==> src/rtl/cpu_datapath.sv <==
// 8-bit teaching-CPU datapath: register file, PC/AR/IR, ALU, flags and 256x8 memory.
// Define DP_BUS_CONFLICT_EN to build the sticky bus-conflict detector driving bus_err.
module cpu_datapath (
  input  logic       clk,
  input  logic       clr,
  input  logic       t3,
  input  logic [7:0] sd,
  input  logic       drw,
  input  logic       pcinc,
  input  logic       lpc,
  input  logic       lar,
  input  logic       pcadd,
  input  logic       arinc,
  input  logic       selctl,
  input  logic       memw,
  input  logic       lir,
  input  logic       ldz,
  input  logic       ldc,
  input  logic       cin,
  input  logic       m,
  input  logic       abus,
  input  logic       sbus,
  input  logic       mbus,
  input  logic       sel0,
  input  logic       sel1,
  input  logic       sel2,
  input  logic       sel3,
  input  logic [3:0] s,
  output logic [3:0] ir_hi,
  output logic       c,
  output logic       z,
  output logic [7:0] pc,
  output logic [7:0] ar,
  output logic [7:0] bus,
  output logic       bus_err
);

  logic [7:0] r_q [4];
  logic [7:0] mem [256];
  logic [7:0] pc_q, pc_d, ar_q, ar_d, ir_q;
  logic       c_q, z_q;

  logic [1:0] a_idx, b_idx;
  logic [7:0] a_val, b_val, b_op, alu_f, bus_val;
  logic [8:0] sum9;
  logic       arith, alu_co, commit;

  assign commit = t3;
  assign a_idx  = selctl ? {sel3, sel2} : ir_q[3:2];
  assign b_idx  = selctl ? {sel1, sel0} : ir_q[1:0];
  assign a_val  = r_q[a_idx];
  assign b_val  = r_q[b_idx];

  // Carry-in is active-low: cin=0 adds one.
  always_comb begin
    arith  = 1'b1;
    b_op   = 8'h00;
    alu_f  = a_val;
    alu_co = 1'b0;
    case (s)
      4'b1001: b_op = b_val;
      4'b0110: b_op = ~b_val;
      4'b0000: b_op = 8'h00;
      4'b1111: b_op = 8'hFF;
      default: arith = 1'b0;
    endcase
    sum9 = {1'b0, a_val} + {1'b0, b_op} + {8'd0, ~cin};
    if (!m) begin
      if (arith) begin
        alu_f  = sum9[7:0];
        alu_co = sum9[8];
      end
    end else begin
      case (s)
        4'b1011: alu_f = a_val & b_val;
        4'b1110: alu_f = a_val | b_val;
        4'b0110: alu_f = a_val ^ b_val;
        4'b1010: alu_f = b_val;
        4'b0000: alu_f = ~a_val;
        4'b1111: alu_f = a_val;
        default: alu_f = 8'h00;
      endcase
    end
  end

  always_comb begin
    if (mbus)      bus_val = mem[ar_q];
    else if (abus) bus_val = alu_f;
    else if (sbus) bus_val = sd;
    else           bus_val = 8'h00;
  end

  always_comb begin
    pc_d = pc_q;
    if (lpc)        pc_d = bus_val;
    else if (pcadd) pc_d = pc_q + {{4{ir_q[3]}}, ir_q[3:0]};
    else if (pcinc) pc_d = pc_q + 8'd1;
    ar_d = ar_q;
    if (lar)        ar_d = bus_val;
    else if (arinc) ar_d = ar_q + 8'd1;
  end

  always_ff @(posedge clk or negedge clr) begin
    if (!clr) begin
      for (int i = 0; i < 4; i++) r_q[i] <= 8'h00;
      pc_q <= 8'h00;
      ar_q <= 8'h00;
      ir_q <= 8'h00;
      c_q  <= 1'b0;
      z_q  <= 1'b0;
    end else if (commit) begin
      if (drw) r_q[a_idx] <= bus_val;
      if (lir) ir_q <= mem[pc_q];
      if (ldc) c_q <= alu_co;
      if (ldz) z_q <= (alu_f == 8'h00);
      pc_q <= pc_d;
      ar_q <= ar_d;
    end
  end

  // Memory has no reset; clr only blocks the write.
  always_ff @(posedge clk) begin
    if (clr && commit && memw) mem[ar_q] <= bus_val;
  end

`ifdef DP_BUS_CONFLICT_EN
  logic bus_err_q;
  logic conflict;
  assign conflict = (abus & sbus) | (abus & mbus) | (sbus & mbus);
  always_ff @(posedge clk or negedge clr) begin
    if (!clr)                    bus_err_q <= 1'b0;
    else if (commit && conflict) bus_err_q <= 1'b1;
  end
  assign bus_err = bus_err_q;
`else
  assign bus_err = 1'b0;
`endif

  assign ir_hi = ir_q[7:4];
  assign c     = c_q;
  assign z     = z_q;
  assign pc    = pc_q;
  assign ar    = ar_q;
  assign bus   = bus_val;

endmodule

==> config.mk <==
export PLATFORM = sky130hd
export DESIGN_NAME = cpu_datapath
export DESIGN_NICKNAME = d
export VERILOG_FILES = /design/src/rtl/cpu_datapath.sv
export SDC_FILE = /design/constraint.sdc
export NUM_CORES = 2
export LEC_CHECK = 0
export CAP_MARGIN = 10
export CORE_MARGIN = 2
export CORE_UTILIZATION = 45
export DETAILED_ROUTE_END_ITERATION = 8
export HOLD_SLACK_MARGIN = 0.06
export PLACE_DENSITY_LB_ADDON = 0.3
export SLEW_MARGIN = 0
export SYNTH_ARGS = -nofsm -noshare
export SYNTH_HDL_FRONTEND = slang
export SYNTH_SLANG_ARGS = --single-unit
==> constraint.sdc <==
create_clock -name clk -period 11.7 [get_ports clk]
set_clock_uncertainty 0.1 [all_clocks]
set_input_delay 1.17 -clock clk [delete_from_list [all_inputs] [get_ports clk]]
set_output_delay 1.17 -clock clk [all_outputs]
set_load 0.005 [all_outputs]
# [Word level (Yosys, flattened, before mapping)]
# Memories as Yosys holds them, arrays and structs flattened. A register that Yosys moved wholly into a read port is not among the register bits.
# Cells that the tools add are included.
[totals] reg_bits=50 output_inout_bits=31 ramBits=2048 latch_bits=0 n_memories=1 input_bits=35 romBits=0 wordCells=74
[mem_list] name="mem" depth=256 width=8 read_ports=2 rd_ports_with_merged_regs=1 write_ports=1 line="39" source="logic [7:0] mem [256];"
[classes] addsub=5 n_reduce_logical=15 eq_ne=6 div_mod_pow=0 magnitude_cmp=3 shift=0 n_mux=28 n_bitwise=8 multipliers=0
[op_table] cell="$mux 8" count=15
[op_table] cell="$pmux 8 s6" count=1
[op_table] cell="$bmux 8 s2" count=2
[op_table] cell="$bwmux 32" count=1
[op_table] cell="$pmux 8 s3" count=1
[op_table] cell="$eq 4x4->1 const B" count=5
[op_table] cell="$add 8x1->8 const B" count=2
[op_table] cell="$demux 8 s2" count=1
[op_table] cell="$not 8->8" count=2
[op_table] cell="$reduce_and 2->1" count=6
[op_table] cell="$add 8x8->9" count=1
[op_table] cell="$add 9x1->9" count=1
[op_table] cell="$add 8x8->8" count=1
[op_table] cell="$and 8x8->8" count=1
[op_table] cell="$logic_not 8->1" count=1
[op_table] cell="$or 8x8->8" count=1
[op_table] cell="$xor 8x8->8" count=1
[op_table] cell="$ge 3x3->1 const B" count=2
[op_table] cell="$not 2->3" count=2
[op_table] cell="$mux 1" count=5
[op_table] cell="$eq 4x3->1 const B" count=1
[op_table] cell="$logic_not 4->1" count=1
[op_table] cell="$mux 2" count=2
[op_table] cell="$reduce_or 4->1" count=1
[op_table] cell="other kinds (6)" count=8

# [Logic depth before layout (Yosys ltp)]
[depth] word_depth=14 mapped_depth=19

# [Least setup slack after synthesis]
# OpenSTA, ideal clock, no wires.
[synth_path] path_kind="input-to-output" from="input port selctl" to="output port bus[7]" path_slack_ps=1641 cell_stages=16 arrival_time_ps=8789 cell_sequence="buf_2 > mux2i_1 > buf_2 > mux4_2 > a21oi_1 > nor2_1 > a21oi_1 > inv_1 > ha_1 > a211oi_1 > o21ai_0 > a31oi_1 > xnor2_1 > mux2i_1 > o221a_2 > a31oi_2"
[synth_between] elab_chain_len=13 word_cells_on_any_way=23
[synth_rtl] item="from (decl)" line="14" source="input logic selctl,"
[synth_rtl] item="$mux 2" line="50" source="assign b_idx = selctl ? {sel1, sel0} : ir_q[1:0];"
[synth_rtl] item="$not 2->3 (implied by the code)" line="52" source="assign b_val = r_q[b_idx];"
[synth_rtl] item="$bmux 8 s2" line="52"
[synth_rtl] item="$mux 8 (implied by the code) (2 in a row)" line="52"
[synth_rtl] item="$not 8->8" line="62" source="4'b0110: b_op = ~b_val;"
[synth_rtl] item="$pmux 8 s3" line="60" source="case (s)"
[synth_rtl] item="$add 8x8->9" line="67" source="sum9 = {1'b0, a_val} + {1'b0, b_op} + {8'd0, ~cin};"
[synth_rtl] item="$add 9x1->9" line="67"
[synth_rtl] item="$mux 8" line="69" source="if (arith) begin"
[synth_rtl] item="$mux 8 (*)" line="68" source="if (!m) begin"
[synth_rtl] item="$mux 8 (*)" line="88" source="else if (abus) bus_val = alu_f;"
[synth_rtl] item="$mux 8 (*)" line="87" source="if (mbus) bus_val = mem[ar_q];"
[synth_rtl] item="to (decl)" line="34" source="output logic [7:0] bus,"
# Every way passes the cells marked *; elsewhere a longest branch is shown, timed or not. The select of a mux whose other input is x is not followed.

# [Worst setup path after layout]
[layout_path] from="register ar_q[0], in the netlist ar[0]" to="output port bus[6]"
[layout_between] elab_chain_len=2
[layout_rtl] item="from (decl)" line="40" source="logic [7:0] pc_q, pc_d, ar_q, ar_d, ir_q;"
[layout_rtl] item="from (signal assigned)" line="117" source="ar_q <= ar_d;"
[layout_rtl] item="$mem_v2 256x8"
[layout_rtl] item="$mux 8" line="87"
# Every way passes these cells.

==> results.cfg <==
[die]
dieHeight_microns = 475
fp.dieArea_sq_mm = 0.226
chipWidth_microns = 475
io_pins = 66
core_sq_mm = 0.220
rows = 172
start_util_pct = 45.3

[detailed_routing]
drt_iter0_drc = 9713
drt-total-wl_mm = 346
drt_pass1_iterations = 6
drtAntennaViolNets = 0
wl_per_cell_microns = 41.0
vias_per_cell = 7.11
num_vias = 60000
drc = 0

[clock_tree]
clkLatencyLatePin_ns = 0.92
htree_levels = 4
clkSinkCount = 2106
path_clk_slew_ns = 0.06
cts_buffers = 213
clockBufferDepth = 3
root_buffer = clkbuf_16
cts_tree = built

[pwr]
p_int_mw = 17.8
power_frac_comb_pct = 42.0
swShare_pct = 39.5
cellLeakagePower_nw = 33.8
p_sw_mw = 11.7
seq_power_share_pct = 34.2
irDropWorstVdd_v = 0.000247
p_per_area_mw_per_mm2 = 266
clkPwrFrac_pct = 23.8

[global_route]
antenna_found_initial = 25
grt_pass1_wl_mm = 475
grt_usage_pct = 30.7
overflow = 0
grt_max_degree = 201
grt_pass1_vias = 57700

[synthesis]
ys_warn_count = 0
syn_area_per_cell_sq_um = 18.9
synth_edf_count = 2048
synthCells = 5288
synth_flop_cell = edfxtp_1
synth-seq-cells = 2106
netlist-cell-type-count = 89
synth_nets = 5360
netlist_area_sq_mm = 0.0998
async_flop_share_pct = 2.75
seq_area_frac_synth_pct = 63.1

[timing]
relSlewSlack_pct = 9.73
whs_ns = 0.383
hold_viol = 0
min_period_over_period_pct = 75.1
setup_viol = 0
slew_viol_final = 0
final.setup.tns_ns = 0
fmax_mhz = 114
tightest_slew_ns = 1.32
rsz0062_at_grt = false
period_minus_slack_ns = 8.79

[worst_setup_path]
worstPathArrival_ns = 7.52
cp-end-kind = output port
worst_setup_path_start_kind = flop
cp_max_fo = 73
rr_worst_depth = 11
startpoint = ar[0]$_DFFE_PN0P_
crit_required_ns = 10.43
worstSetupPathType = reg2out
rr_startpoint = ar[0]$_DFFE_PN0P_

[place]
dpl.cell_count = 8022
place_hpwl_mm = 228
port_buffers = 64
placed_cell_area_sq_mm = 0.104
place.gp.congestion = 1.02

[min_path]
min-delay-start = c$_DFFE_PN0P_
whs_path_depth = 2
hold_path.class = reg2reg

[finish]
fin_cells = 8434
fin_nets = 5355
drive_gt1_share_pct = 29.6
design_area_sq_mm = 0.111
fin_util_pct = 50.3
area_growth_pct = 11.1

[status]
outcome = finished, final reports clean

[run]
drv_cap = 0
## synthesized netlist by cell type (all sizes together), types with 40 or more instances
| library cell | count | area share, % |
|---|---|---|
| edfxtp | 2048 | 62 |
| mux4 | 1060 | 24 |
| nor2 | 323 | 1.2 |
| clkbuf | 236 | 0.89 |
| buf | 210 | 1.2 |
| nand2 | 144 | 0.54 |
| mux2i | 121 | 1.2 |
| a221oi | 116 | 1.0 |
| a22o | 106 | 0.93 |
| a22oi | 103 | 0.77 |
| o22ai | 102 | 0.65 |
| a21oi | 90 | 0.45 |
| o21ai | 85 | 0.43 |
| dfrtp | 58 | 1.5 |
| nand3 | 48 | 0.24 |
| nor3 | 40 | 0.20 |
## worst paths after layout
path / slack (ns) / endpoint
max in group asynchronous: 9.81 / pc[0]$_DFFE_PN0P_
min reg2reg: 0.38 / c$_DFFE_PN0P_
min in group asynchronous: 0.63 / r_q[8]$_DFFE_PN0P_
max: 2.91 / bus[6]
max reg2reg: 4.15 / mem[164][6]$_DFFE_PP_
min: 0.38 / c$_DFFE_PN0P_
## per-stage QoR
stage	total power [mW]	setup WS, ns
6_report	29.5	2.91
5_1_grt	30.0	2.92
4_1_cts	29.1	3.29
3_5_place_dp	22.2	3.90
3_3_place_gp	22.1	3.87
2_1_floorplan	17.2	1.64
## flip-flops by register name (all words and copies together) (netlist names)
signal / flops
z: 1
ar: 8
ir_q: 8
c: 1
pc: 8
mem: 2048
r_q: 32
## repair_timing
action                                  4_1_cts  5_1_grt
hold buffers                                  1        0
setup buffers                                 0        0
endpoints found under the setup margin        0        0
gates resized for setup                       0        0
hold endpoints to repair                     10        0
## cell type report
class                   instances  area [sq um]
fillers                     17400        109000
diodes                          7          17.5
multi-input cells            2701         34800
repair buffers                226          2080
inverters                      35           169
flip-flops and latches       2106         63000
well taps                    2958          3700
clock buffers                 270          5650
clock inverters               131          1440
## logic make-up after synthesis
family | synth area share, %
flops | 63.1
mux | 25.5
compound gates | 5.33
simple gates | 3.30
buf+inv | 2.22
fa+ha+maj | 0.486
xor+xnor | 0.0790
other cells | 0.00376
## cells in the final DEF (no fill, tap or decap), drive strengths merged, types with 58 or more instances in the layout
master            n
a21oi            90
a221oi          116
a22o            106
a22oi           103
buf             162
clkbuf          270
clkdlybuf4s50    63
clkinv           91
dfrtp            58
edfxtp         2048
mux2i           121
mux4           1060
nand2           144
nor2            323
o21ai            85
o22ai           102
## critical path, stage by stage, from the launching register on
cell             delay [ns]
dfrtp_4                0.87
buf_12                 0.51
buf_4                  0.54
mux4_2                 0.59
mux4_2                 0.57
a22o_1                 0.27
nor4_1                 0.98
nand4_1                0.47
o22ai_2                0.68
inv_8                  0.24
clkdlybuf4s50_1        0.55
## per-layer routing
layer	wire [microns]	track usage (%)	up-vias	part of all wire, %
met4	24100	17.9	30	7.0
met2	153000	44.4	4374	44
met3	45400	9.88	861	13
met5	293	0.368	-	0.085
li1	-	-	22800	-
met1	124000	40.7	31900	36
## power groups by stage
stage	sequential [mW]	combinational, mW	clock (mW)
floorplan	10.2	7.01	0
global placement	10.2	11.9	0
detailed placement	10.2	12.0	0
CTS	10.1	12.0	7.05
global route	10.1	12.6	7.34
finish	10.1	12.4	7.03
Power figures use the tool's default switching activity.
